### src/rtl/ahb_pkg.sv
// ahb_pkg: shared AHB encodings and the master-port FSM state type.
package ahb_pkg;

   typedef enum logic [1:0] {
      IDLE   = 2'b00,
      BUSY   = 2'b01,
      NONSEQ = 2'b10,
      SEQ    = 2'b11
   } htrans_t;

   typedef enum logic [1:0] {
      OKAY  = 2'd0,
      ERROR = 2'd1,
      RETRY = 2'd2,
      SPLIT = 2'd3
   } hresp_t;

   localparam logic [2:0] HBURST_INCR = 3'b001;
   localparam logic [2:0] HSIZE_WORD  = 3'b010;

   // Master FSM: IDLE waits for a command, REQ asks the arbiter, ADDR issues
   // beats, LAST drains the final data phase, RESP rides out a two-cycle
   // non-OKAY response.
   typedef enum logic [2:0] {
      ST_IDLE = 3'd0,
      ST_REQ  = 3'd1,
      ST_ADDR = 3'd2,
      ST_LAST = 3'd3,
      ST_RESP = 3'd4
   } mst_state_e;

endpackage

### src/rtl/ahb_addr_gen.sv
// ahb_addr_gen: next-unissued address / beat counter. Remembers the beat
// currently in its data phase so a RETRY/SPLIT can rewind to it.
module ahb_addr_gen
   import ahb_pkg::*;
#(
   parameter int ADDR_W = 32,
   parameter int BW     = 5
) (
   input  logic              HCLK,
   input  logic              HRESETn,
   input  logic              load_i,
   input  logic              inc_i,
   input  logic              rewind_i,
   input  logic [ADDR_W-1:0] addr_i,
   input  logic [BW-1:0]     beats_i,
   output logic [ADDR_W-1:0] addr_o,
   output logic [BW-1:0]     beats_o
);

   logic [ADDR_W-1:0] addr_q, addr_d, dp_addr_q, dp_addr_d;
   logic [BW-1:0]     beats_q, beats_d, dp_beats_q, dp_beats_d;

   // Load a new command, step past an accepted beat, or rewind to the failed one.
   always_comb begin
      addr_d     = addr_q;
      beats_d    = beats_q;
      dp_addr_d  = dp_addr_q;
      dp_beats_d = dp_beats_q;
      if (load_i) begin
         addr_d  = addr_i;
         beats_d = beats_i;
      end else if (rewind_i) begin
         addr_d  = dp_addr_q;
         beats_d = dp_beats_q;
      end else if (inc_i) begin
         dp_addr_d  = addr_q;
         dp_beats_d = beats_q;
         addr_d     = addr_q + ADDR_W'(4);
         beats_d    = beats_q - BW'(1);
      end
   end

   // Counter state.
   always_ff @(posedge HCLK or negedge HRESETn) begin
      if (!HRESETn) begin
         addr_q     <= '0;
         beats_q    <= '0;
         dp_addr_q  <= '0;
         dp_beats_q <= '0;
      end else begin
         addr_q     <= addr_d;
         beats_q    <= beats_d;
         dp_addr_q  <= dp_addr_d;
         dp_beats_q <= dp_beats_d;
      end
   end

   assign addr_o  = addr_q;
   assign beats_o = beats_q;

endmodule

### src/rtl/ahb_master_port.sv
// ahb_master_port: turns one local burst command into an AHB INCR burst,
// handling wait states, grant loss and OKAY/ERROR/RETRY/SPLIT responses.
// Optional: define AHB_MASTER_LOCK_EN to add cmd_lock and drive HLOCK.
module ahb_master_port
   import ahb_pkg::*;
#(
   parameter int  ADDR_W    = 32,
   parameter int  DATA_W    = 32,
   parameter int  MAX_BEATS = 16,
   localparam int BW        = $clog2(MAX_BEATS + 1)
) (
   input  logic              HCLK,
   input  logic              HRESETn,
   input  logic              cmd_valid,
   output logic              cmd_ready,
   input  logic              cmd_write,
   input  logic [ADDR_W-1:0] cmd_addr,
   input  logic [BW-1:0]     cmd_beats,
`ifdef AHB_MASTER_LOCK_EN
   input  logic              cmd_lock,
`endif
   input  logic [DATA_W-1:0] wdata,
   output logic              wdata_ack,
   output logic [DATA_W-1:0] rdata,
   output logic              rdata_valid,
   output logic              done,
   output logic              err,
   output logic              HBUSREQ,
   output logic              HLOCK,
   input  logic              HGRANT,
   input  logic              HREADY,
   input  logic [1:0]        HRESP,
   input  logic [DATA_W-1:0] HRDATA,
   output logic [ADDR_W-1:0] HADDR,
   output logic [1:0]        HTRANS,
   output logic              HWRITE,
   output logic [2:0]        HSIZE,
   output logic [2:0]        HBURST,
   output logic [DATA_W-1:0] HWDATA
);

   mst_state_e        state_q, state_d;
   hresp_t            resp_q;
   logic              owner_q, first_q, first_d, dp_vld_q, write_q;
   logic              ack_q, rdv_q, done_q, done_d, err_q, err_d;
   logic [DATA_W-1:0] rdata_q;
   logic              load, inc, rewind;
   logic              active, accept, dp_done_ok, resp_start;
   logic [ADDR_W-1:0] addr;
   logic [BW-1:0]     beats_left, beats_ld;

   // A zero-beat command still moves one word.
   assign beats_ld = (cmd_beats == '0) ? BW'(1) : cmd_beats;

   ahb_addr_gen #(.ADDR_W(ADDR_W), .BW(BW)) u_addr_gen (
      .HCLK     (HCLK),
      .HRESETn  (HRESETn),
      .load_i   (load),
      .inc_i    (inc),
      .rewind_i (rewind),
      .addr_i   (cmd_addr),
      .beats_i  (beats_ld),
      .addr_o   (addr),
      .beats_o  (beats_left)
   );

   assign active     = (state_q == ST_ADDR) && owner_q;
   assign accept     = active && HREADY;
   assign dp_done_ok = dp_vld_q && HREADY && (HRESP == OKAY);
   // First cycle of a two-cycle non-OKAY response on our data phase.
   assign resp_start = dp_vld_q && !HREADY && (HRESP != OKAY);

   // Burst sequencing; a pending response beats every other transition.
   always_comb begin
      state_d = state_q;
      first_d = first_q;
      load    = 1'b0;
      inc     = 1'b0;
      rewind  = 1'b0;
      done_d  = 1'b0;
      err_d   = 1'b0;
      case (state_q)
         ST_IDLE: if (cmd_valid) begin
            load    = 1'b1;
            state_d = ST_REQ;
         end
         ST_REQ: begin
            if (resp_start) state_d = ST_RESP;
            else if (HGRANT && HREADY) begin
               state_d = ST_ADDR;
               first_d = 1'b1;
            end
         end
         ST_ADDR: begin
            if (resp_start) state_d = ST_RESP;
            else if (accept) begin
               inc     = 1'b1;
               first_d = 1'b0;
               if (beats_left == BW'(1)) state_d = ST_LAST;
               else if (!HGRANT)         state_d = ST_REQ;
            end
         end
         ST_LAST: begin
            if (resp_start) state_d = ST_RESP;
            else if (dp_done_ok) begin
               state_d = ST_IDLE;
               done_d  = 1'b1;
            end
         end
         ST_RESP: if (HREADY) begin
            if (resp_q == ERROR) begin
               state_d = ST_IDLE;
               err_d   = 1'b1;
            end else begin
               rewind  = 1'b1;
               state_d = ST_REQ;
            end
         end
         default: state_d = ST_IDLE;
      endcase
   end

   // FSM, bus-ownership tracking, data-phase tracking and user-side pulses.
   always_ff @(posedge HCLK or negedge HRESETn) begin
      if (!HRESETn) begin
         state_q  <= ST_IDLE;
         resp_q   <= OKAY;
         owner_q  <= 1'b0;
         first_q  <= 1'b0;
         dp_vld_q <= 1'b0;
         write_q  <= 1'b0;
         ack_q    <= 1'b0;
         rdv_q    <= 1'b0;
         rdata_q  <= '0;
         done_q   <= 1'b0;
         err_q    <= 1'b0;
      end else begin
         state_q <= state_d;
         first_q <= first_d;
         if (HREADY) owner_q  <= HGRANT;
         if (HREADY) dp_vld_q <= accept;
         if (load) write_q <= cmd_write;
         if (resp_start && state_q != ST_RESP) resp_q <= hresp_t'(HRESP);
         ack_q <= dp_done_ok && write_q;
         rdv_q <= dp_done_ok && !write_q;
         if (dp_done_ok && !write_q) rdata_q <= HRDATA;
         done_q <= done_d;
         err_q  <= err_d;
      end
   end

`ifdef AHB_MASTER_LOCK_EN
   logic lock_q;
   // Lock choice is captured with the command and held for the whole burst.
   always_ff @(posedge HCLK or negedge HRESETn) begin
      if (!HRESETn)  lock_q <= 1'b0;
      else if (load) lock_q <= cmd_lock;
   end
   assign HLOCK = lock_q && (state_q != ST_IDLE);
`else
   assign HLOCK = 1'b0;
`endif

   assign cmd_ready   = (state_q == ST_IDLE);
   assign HBUSREQ     = (state_q == ST_REQ) || ((state_q == ST_ADDR) && (beats_left > BW'(1)));
   assign HTRANS      = active ? (first_q ? NONSEQ : SEQ) : IDLE;
   assign HADDR       = active ? addr : '0;
   assign HWRITE      = active && write_q;
   assign HSIZE       = HSIZE_WORD;
   assign HBURST      = HBURST_INCR;
   assign HWDATA      = (dp_vld_q && write_q) ? wdata : '0;
   assign wdata_ack   = ack_q;
   assign rdata_valid = rdv_q;
   assign rdata       = rdata_q;
   assign done        = done_q;
   assign err         = err_q;

endmodule

### config.mk
export PLATFORM = sky130hd
export DESIGN_NAME = ahb_master_port
export DESIGN_NICKNAME = d
export VERILOG_FILES = /design/src/rtl/ahb_pkg.sv /design/src/rtl/ahb_addr_gen.sv /design/src/rtl/ahb_master_port.sv
export SDC_FILE = /design/constraint.sdc
export NUM_CORES = 1
export LEC_CHECK = 0
export BUFFER_PORTS_ARGS = -buffer_cell sky130_fd_sc_hd__buf_2
export CORE_ASPECT_RATIO = 1.2
export CORE_MARGIN = 4
export CORE_UTILIZATION = 50
export CTS_CLUSTER_DIAMETER = 50
export CTS_CLUSTER_SIZE = 24
export DETAILED_ROUTE_END_ITERATION = 16
export PLACE_DENSITY = 0.83
export REMOVE_ABC_BUFFERS = 1
export SLEW_MARGIN = 40
export SYNTH_ARGS = -nofsm -noshare
export SYNTH_HDL_FRONTEND = slang
export SYNTH_SLANG_ARGS = --single-unit
export TNS_END_PERCENT = 5
### constraint.sdc
create_clock -name HCLK -period 2.11 [get_ports HCLK]
set_input_delay 0.211 -clock HCLK [delete_from_list [all_inputs] [get_ports HCLK]]
set_output_delay 0.211 -clock HCLK [all_outputs]
set_load 0.01 [all_outputs]
* After elaboration in Yosys (flattened, before gate mapping)
Index checks and enable logic that the tools add are counted.
** Storage, ports and cells
- Bits in registers :: 119
- Bits of input ports :: 109
- Output and inout port bits :: 112
- Word-level logic and storage cells :: 104
** Operators by class
- Add/subtract/negate cells :: 2
- $lt $le $gt $ge :: 1
- Equal/unequal tests :: 17
- Multiplexer cells :: 42
- Bitwise gates (word level) :: 2
- Reductions and logical operators :: 25
** Operator list (number)
- 32-bit 2-to-1 mux :: 5
- 32-bit by 3-bit adder with 32-bit output (second input constant) :: 1
- 3-bit 2-to-1 mux :: 10
- 1-bit 2-to-1 mux :: 20
- 5-bit 2-to-1 mux :: 4
- 3-bit one-hot mux with 5 select lines :: 1
- 1-bit logical AND :: 13
- 2-bit inequality test (second input constant) :: 6
- 3-bit inequality test (second input constant) :: 4
- 3-bit by 2-bit equality test with 1-bit output (second input constant) :: 2
- 6-bit AND reduction :: 1
- 5-bit by 1-bit equality test with 1-bit output (second input constant) :: 1
- 5-bit by 1-bit > comparator with 1-bit output (second input constant) :: 1
- 5-bit logical NOT :: 1
- 5-bit AND reduction :: 1
- 5-bit by 1-bit subtractor with 5-bit output (second input constant) :: 1
- 4-bit by 3-bit inequality test with 1-bit output (second input constant) :: 1
- 2-bit nonzero test :: 2
- 3-bit by 1-bit equality test with 1-bit output (second input constant) :: 1
- 3-bit equality test (second input constant) :: 1
- 3-bit logical NOT :: 1
- 3-bit AND reduction :: 1
- 3-bit nonzero test :: 1
- 2-bit by 1-bit equality test with 1-bit output (second input constant) :: 1
- other kinds (6) :: 8

* Longest topological paths before layout
Gate-level depths: netlist of the first run.
- Depth in word-level cells :: 9
- Mapped depth :: 8
- Gate-level depth less buffers :: 6

* Modules after synthesis
From an unflattened synthesis of the first run, not the netlist that was laid out.
** Unflattened totals
- Cells, all modules :: 701
- Area, all modules :: 6498.7 µm²
** Modules (own cells, without submodules)
- ahb_addr_gen :: times used 1, cells each 468, area an instance 4051.4 µm², seq. area each 1851.8 µm²
- ahb_master_port :: times used 1, cells each 233, area an instance 2447.3 µm², seq. area each 1126.1 µm²

* Worst setup path before layout of the first run
OpenSTA, ideal clock, no wires.
- Kind :: reg-to-reg
- From :: reg state_q[1]
- To :: reg u_addr_gen.addr_q[28] (netlist: u_addr_gen.addr_o[28])
- Setup time :: 0.138 ns
- Data arrival time :: 1.660 ns
- Required time :: 1.972 ns
- Setup slack :: 0.312 ns
- Stages on the path, launching flop included :: 8
- Buffers on the path :: 2
- Period minus slack after synthesis :: 1.798 ns
- Cell sequence :: dfrtp_1 buf_2 nor3_1 and2_2 nor3_4 buf_6 a222oi_1 o21ai_0
** Between the ends
- Elaborated cells between the ends (all ways) :: 13
- Classes of those cells :: 2 x eq/ne; 7 x mux; 4 x reduce/logical
** RTL lines
- start: declaration :: RTL line ahb_master_port.sv:42 : mst_state_e state_q, state_d;
- start signal: assignment :: RTL line ahb_master_port.sv:138 : state_q <= state_d;
- 3-bit logical NOT (*)
- named net cmd_ready :: RTL line ahb_master_port.sv:15 : output logic cmd_ready,
- 1-bit 2-to-1 mux (*) :: RTL line ahb_master_port.sv:82 : case (state_q)
- 3-bit nonzero test (no source line) / 32-bit 2-to-1 mux (equally long branches)
- end signal: assignment :: RTL line ahb_addr_gen.sv:51 : addr_q <= addr_d;
- end: declaration :: RTL line ahb_addr_gen.sv:20 : logic [ADDR_W-1:0] addr_q, addr_d, dp_addr_q, dp_addr_d;
The timed path passes the listed nets; every way through them passes the cells marked *.
A chain may end at the register's enable or synchronous reset.

* Final worst setup path of the first run
- From :: reg state_q[1]
- To :: out HADDR[9]
** Between the ends
- Cells in the longest elaborated chain, start to end :: 3
** RTL lines
- 3-bit by 2-bit equality test with 1-bit output :: RTL line ahb_master_port.sv:67 : assign active = (state_q == ST_ADDR) && owner_q;
- 1-bit logical AND :: RTL line ahb_master_port.sv:67
- 32-bit 2-to-1 mux :: RTL line ahb_master_port.sv:167 : assign HADDR = active ? addr : '0;
- end: declaration :: RTL line ahb_master_port.sv:34 : output logic [ADDR_W-1:0] HADDR,
Every way passes these cells.

==> results by group, run 1 <==
Status
  – Status: finished, final reports clean

Global routing
  – Vias in the first global route: 5,537
  – GRT met3 Usage: 9.19%
  – First-pass GRT wire length: just under 30,000 µm
  – M2 GR Usage: around 47%
  – Initial antenna violation count: 1
  – Most Crowded Layer GR: met2
  – GRT met1 Usage: between 20 and 30%
  – GRT Util Overall: about a quarter
  – Gr ovfl total: 0
  – Pin count of the biggest net entering global routing: between 40 and 50

Clock network
  – Clk slew on worst S/H paths: 0.06 ns
  – Root buf cell: clkbuf_16
  – CTS Buffer Depth: 2
  – CTS H-tree lvls: 4
  – # Post-CTS Setup Buffers: 0
  – Worst-Skew Late Latency: between 0.4 and 0.5 ns
  – CTS buffer count: 17
  – CTS Sinks: between 100 and 150
  – CTS tree: done

Final layout
  – Filler cells: roughly 1,000
  – Layout cells sized above 1: between 30% and 40%
  – Layout Nets: a little under 1,000
  – Layout area overhead: 29.1%
  – Design Area, Final: 8060 µm²

Timing
  – Worst clock skew: roughly 0.012 ns
  – Final Critical Period: between 1.5 and 2 ns
  – Setup slack after layout: approximately 0.13 ns
  – Pins Over Slew Limit: 0
  – Fin Hold WS: 0.0250 ns
  – Final Hold Viols: 0
  – Final period util: between 90% and 100%
  – Setup-failing EPs final: 0
  – RSZ-0062 raised after global routing: no
  – Fmax: roughly 500 MHz

Setup path
  – Data required, critical path: about 1.9 ns
  – Crit-path leading delay family: simple AND/OR/NAND/NOR gates
  – Worst Path Max Fanout: 34
  – Worst path bufs/invs: 2
  – Startpoint Class: flip-flop
  – CP peak stage delay: about 0.46 ns
  – Crit path kind: flip-flop to output pin
  – CP max-delay cell: dfrtp_2
  – CP cell instances: and4bb_2, buf_8, and2_1, buf_2
  – CP endpoint kind: output pin
  – Critical Path AT: 1.77 ns

Power
  – Cell-internal power: slightly above 6 mW
  – Leak Pwr: 4.30 nW
  – VDD IR max: about 470 µV
  – Sequential power share: 41.9%
  – Clock power frac: between 20% and 30%
  – Power share of the combinational group: a little under a third
  – Total power: between 9 and 10 mW
  – Net Sw Frac: between 30% and 40%
  – Pwr dens: 1240 nW/µm²
  – Switching power: 3.74 mW

Synth
  – #FFs+latches synth: 119
  – Synth top area share: approximately 48%
  – Synthesized area per cell: a little under 10 µm²
  – Async set-or-reset flop fraction in the synthesized netlist: 100%
  – Top-count cell post-synth: nand2_1
  – Commonest cells in the synthesized netlist: nand2_1 (123), dfrtp_1 (119), and2_1 (36), and3_1 (36), mux2_2 (36)
  – Ys flop type: dfrtp_1
  – Sequential area share after synthesis: 47.7%
  – Dominant cells by area after synthesis: dfrtp_1 (48%), nand2_1 (7.4%), mux2_2 (6.5%)
  – Netlist Area Pre-Place: between 6000 and 7000 µm²
  – Area leader, netlist: dfrtp_1
  – Unique cell type count in the Yosys netlist: between 60 and 70
  – Yosys warns: 0
  – Synthesized instance count: 642
  – Post-synth EDFFs: 0

Placement
  – Dpl ws: 0.177 ns
  – Post-detail-place hpwl: 13,700 µm
  – Port Buffer Count: 213
  – Routability cong.: around 0.85
  – Cell Area, Placed: about 7500 µm²

Die
  – Initial core utilization: a little over 50%
  – Die Ht: approximately 130 µm
  – FP Rows: 44
  – Die ar.: 14,300 µm²
  – Die W: ~110 µm
  – I/O pin count: approximately 220
  – Core Area: about 12,000 µm²

Drt
  – Via count: 5,693
  – First-pass iteration count of the detailed router: 4
  – Starting DRT DRC Count: 472
  – Residual DRC: 0
  – Vias/cell: approximately 5.5
  – Final wirelength: 19,000 µm
  – Post-route ant nets: 0
  – DR WL/cell: between 15 and 20 µm

Run
  – Max_cap viols: 0

Worst hold path
  – Worst Hold Class: input pin to flip-flop
==> layout by cell type (no fill, tap or decap), drive strengths merged, types with 3 or more instances in the layout <==
cell type  instances
mux2              36
nor2              29
nand3             15
o22ai             10
xnor2              5
nor2b              3
dfrtp            119
buf              236
a22oi             10
clkbuf            17
nor4               4
clkinv             5
inv               15
a211o              3
a222oi            10
and3              36
and4               5
a311oi             3
o311ai             8
mux2i              3
and2              38
nand2b             5
nand4             13
xor2               6
a31oi              5
nand2            124
ha                 3
o211ai             3
a21oi             15
nor3              11
o21ai             35
conb               7
==> metrics by stage <==
step,cells,TNS (ns),utilization (%)
floorplan,594,-48.88,-
global placement,991,0,61.3
detailed placement,991,0,61.3
CTS,1025,0,66.2
global route,1026,0,66.2
finish,1026,0,66.2
==> worst register-to-register path: cells and delay by family (launching register included) <==
kind | cells | cell delay, ns
compound gates | 1 | 0.14
simple gates | 3 | 0.87
xor+xnor | 1 | 0.16
fa+ha+maj | 1 | 0.24
flops | 1 | 0.45
==> registers in the layout, summed over array words and instances, names as in the netlist, 2 cells and up <==
register / cells
resp_q: 2
u_addr_gen.dp_addr_q: 32
u_addr_gen.addr_o: 32
u_addr_gen.dp_beats_q: 5
rdata: 32
u_addr_gen.beats_o: 5
state_q: 3
==> final timing paths <==
kind                       cells after the start  slack (ns)                 endpoint                    start
hold / removal                                 3        0.02     u_addr_gen.addr_o[2]              cmd_addr[2]
setup / recovery                               4        0.13                 HADDR[9]               state_q[1]
min in group asynchronous                      2        0.29                rdata[15]                  HRESETn
hold reg to reg                                2        0.47  u_addr_gen.dp_addr_q[9]  u_addr_gen.dp_addr_q[9]
setup reg to reg                               6        0.18    u_addr_gen.addr_o[28]     u_addr_gen.addr_o[2]
max in group asynchronous                      3        1.13                rdata[26]                  HRESETn
==> layer usage <==
metal	vias up	routed length [µm]
met1	2732	7070
met4	0	445
met2	236	9780
met5	-	0
li1	2691	-
met3	34	1740
==> area by class of cell <==
class / instances / area (µm²) / share of cell area [%]
clock buffers: 17 / 425 / 5.28
inverters: 8 / 30.0 / 0.373
clock inverters: 15 / 143 / 1.77
multi-input cells: 467 / 2950 / 36.6
well taps: 161 / 201 / 2.50
flip-flops and latches: 119 / 2980 / 37.0
repair buffers: 238 / 1330 / 16.5
diodes: 1 / 2.50 / 0.0311
==> power by group through the flow <==
stage / sequential, mW / clock [mW] / combinational, mW
after global placement: 4.12 / 0 / 2.91
after CTS: 4.16 / 2.79 / 3.04
after detailed placement: 4.17 / 0 / 3.00
after global routing: 4.31 / 2.89 / 3.37
after floorplan: 4.10 / 0 / 1.73
final: 4.17 / 2.76 / 3.02
==> cells by family after synthesis <==
family	count (synthesis)	synth area share [%]
fa+ha+maj	3	0.602
buf+inv	61	5.43
flops	119	47.7
mux	39	6.98
compound gates	115	12.4
other cells	2	0.120
simple gates	292	25.2
xor+xnor	11	1.54
==> what timing repair did <==
item,in CTS,in global routing
pin swaps,0,0
endpoints found under the hold margin,32,0
setup endpoints to repair,32,8
gates resized for setup,2,2
hold buffers,2,0
Note: power is estimated with default switching activity, not from simulation.
==> run 2, diff against run 1 <==
--- a/config.mk
+++ b/config.mk
@@ -14,6 +14,7 @@
 export DETAILED_ROUTE_END_ITERATION = 16
 export PLACE_DENSITY = 0.83
 export REMOVE_ABC_BUFFERS = 1
+export SETUP_SLACK_MARGIN = 0.2
 export SLEW_MARGIN = 40
 export SYNTH_ARGS = -nofsm -noshare
 export SYNTH_HDL_FRONTEND = slang
==> run 2 against run 1 <==
Net effect: sequential power about the same; final area increased by 0.81%; global-route usage about the same; worst setup slack improved by 0.072 ns.
==> results by group, run 2 (same netlist as run 1, synthesis figures left out) <==
Clock network
  – CTS Sinks: ~120
  – Clk slew on worst S/H paths: 0.05 ns
  – CTS H-tree lvls: 4
  – CTS Buffer Depth: 2
  – Worst-Skew Late Latency: ~0.42 ns
  – CTS buffer count: 17
  – Root buf cell: clkbuf_16
  – CTS tree: done

Drt
  – Vias/cell: approximately 5.5
  – DR WL/cell: 18.6 µm
  – Post-route ant nets: 0
  – Final wirelength: approximately 19,000 µm
  – Residual DRC: 0
  – Via count: roughly 5,700
  – Starting DRT DRC Count: between 400 and 500
  – First-pass iteration count of the detailed router: 5

Die
  – I/O pin count: around 220
  – Initial core utilization: approximately half
  – Die ar.: 14,300 µm²
  – Die W: about 110 µm
  – FP Rows: 44
  – Core Area: roughly 12,000 µm²
  – Die Ht: 130 µm

Final layout
  – Filler cells: between 900 and 1,000
  – Layout area overhead: 30.2%
  – Commonest non-fill, non-tap cells in the layout: buf_2 (212), nand2_1 (123), dfrtp_1 (117)
  – Layout cells sized above 1: about two fifths
  – Design Area, Final: between 8000 and 9000 µm²
  – Area occupied by multi-input gates: ~3000 µm²
  – Post-route insts no fill: ~1,000
  – Commonest non-fill, non-tap cell in the layout: buf_2
  – Layout Nets: about 970
  – Register area: 2980 µm²

Setup path
  – Flop2flop setup slack: around 0.27 ns
  – Data required, critical path: between 1.5 and 2 ns
  – Critical Path AT: ~1.7 ns
  – CP endpoint kind: output pin
  – Startpoint Class: flip-flop
  – Worst Path Max Fanout: 34
  – Crit path kind: flip-flop to output pin

Placement
  – Cell Area, Placed: roughly 7500 µm²
  – Port Buffer Count: approximately 210
  – Post-detail-place hpwl: about 14,000 µm
  – Placed Cells: between 900 and 1,000
  – Dpl ws: about 0.18 ns
  – Routability cong.: 0.845

Timing
  – Fmax: ~520 MHz
  – Worst clock skew: around 0.012 ns
  – Pins Over Slew Limit: 0
  – Final Critical Period: 1.91 ns
  – Setup-failing EPs final: 0
  – Final Hold Viols: 0
  – Setup slack after layout: around 0.20 ns
  – RSZ-0062 raised after global routing: yes
  – Final period util: ~90%
  – Final setup TNS: 0 ns

Power
  – Leak Pwr: roughly 4.3 nW
  – Total power: ~10 mW
  – VDD IR max: 473 µV
  – Pwr dens: around 1200 nW/µm²

Global routing
  – Pin count of the biggest net entering global routing: 43
  – Gr ovfl total: 0
  – First-pass GRT wire length: about 29,000 µm
  – Initial antenna violation count: 1
  – Vias in the first global route: 5,556
  – GRT Util Overall: roughly a quarter

Worst hold path
  – Worst Hold Class: input pin to flip-flop

Run
  – Max_cap viols: 0

Status
  – Status: finished, final reports clean
-- run 2: cell types whose count changed in the layout (fill, tap and decap cells not counted), sizes merged --
| cell | before | now |
|---|---|---|
| buf | 236 | 240 |
-- run 2: path summary, 6_finish.rpt --
| kind | start | to | cells after the start |
|---|---|---|---|
| worst max-delay path | state_q[0] | HADDR[6] | 4 |
| worst min-delay path | cmd_addr[2] | u_addr_gen.addr_o[2] | 3 |
| worst max register to register | u_addr_gen.addr_o[4] | u_addr_gen.addr_o[21] | 5 |
| worst min register to register | u_addr_gen.dp_addr_q[9] | u_addr_gen.dp_addr_q[9] | 2 |
| max in group asynchronous | HRESETn | u_addr_gen.dp_addr_q[20] | 3 |
| min in group asynchronous | HRESETn | rdata[15] | 2 |
-- run 2: metal layers --
metal  vias up  share of wire (%)  track usage (%)
li1       2697                  -                -
met1      2746                 37             29.9
met2       244                 52             46.9
met3        29                9.2             9.19
met4         0                1.9             7.78
met5         -                  0                0
-- run 2: stage by stage --
| stage | hold slack (ns) | utilization, % |
|---|---|---|
| final | 0.0190 | 66.8 |
| after global placement | 0.198 | 61.3 |
| after detailed placement | 0.196 | 61.3 |
| after CTS | 0.0146 | 66.4 |
| after global routing | 0.00678 | 66.8 |
| after floorplan | -0.0846 | - |
-- run 2: critical path, cell delays in order (launching register included) --
cell	delay, ns
dfrtp_1	0.42
and4bb_4	0.36
buf_12	0.19
and2_1	0.18
buf_2	0.14
-- run 2: final cells by class --
| type | instances | share of cell area, % |
|---|---|---|
| Sequential cell | 119 | 36.7 |
| Multi-Input combinational cell | 467 | 36.6 |
| Timing Repair Buffer | 242 | 16.8 |
| Clock buffer | 17 | 5.24 |
| Tap cell | 161 | 2.48 |
| Clock inverter | 15 | 1.76 |
| Inverter | 8 | 0.370 |
| Antenna cell | 1 | 0.0308 |
-- run 2: power breakdown --
part | switching, mW | internal (mW)
Sequential | 0.945 | 3.23
Clock | 1.12 | 1.64
Combinational | 1.70 | 1.38
Total | 3.76 | 6.25
-- run 2: timing repair --
action	in CTS	in global routing
setup endpoints to repair	41	59
hold endpoints to repair	32	0
cloned	0	0
resized for setup	5	7
hold buffers	2	0
buffers inserted	3	1
pin swaps	1	1
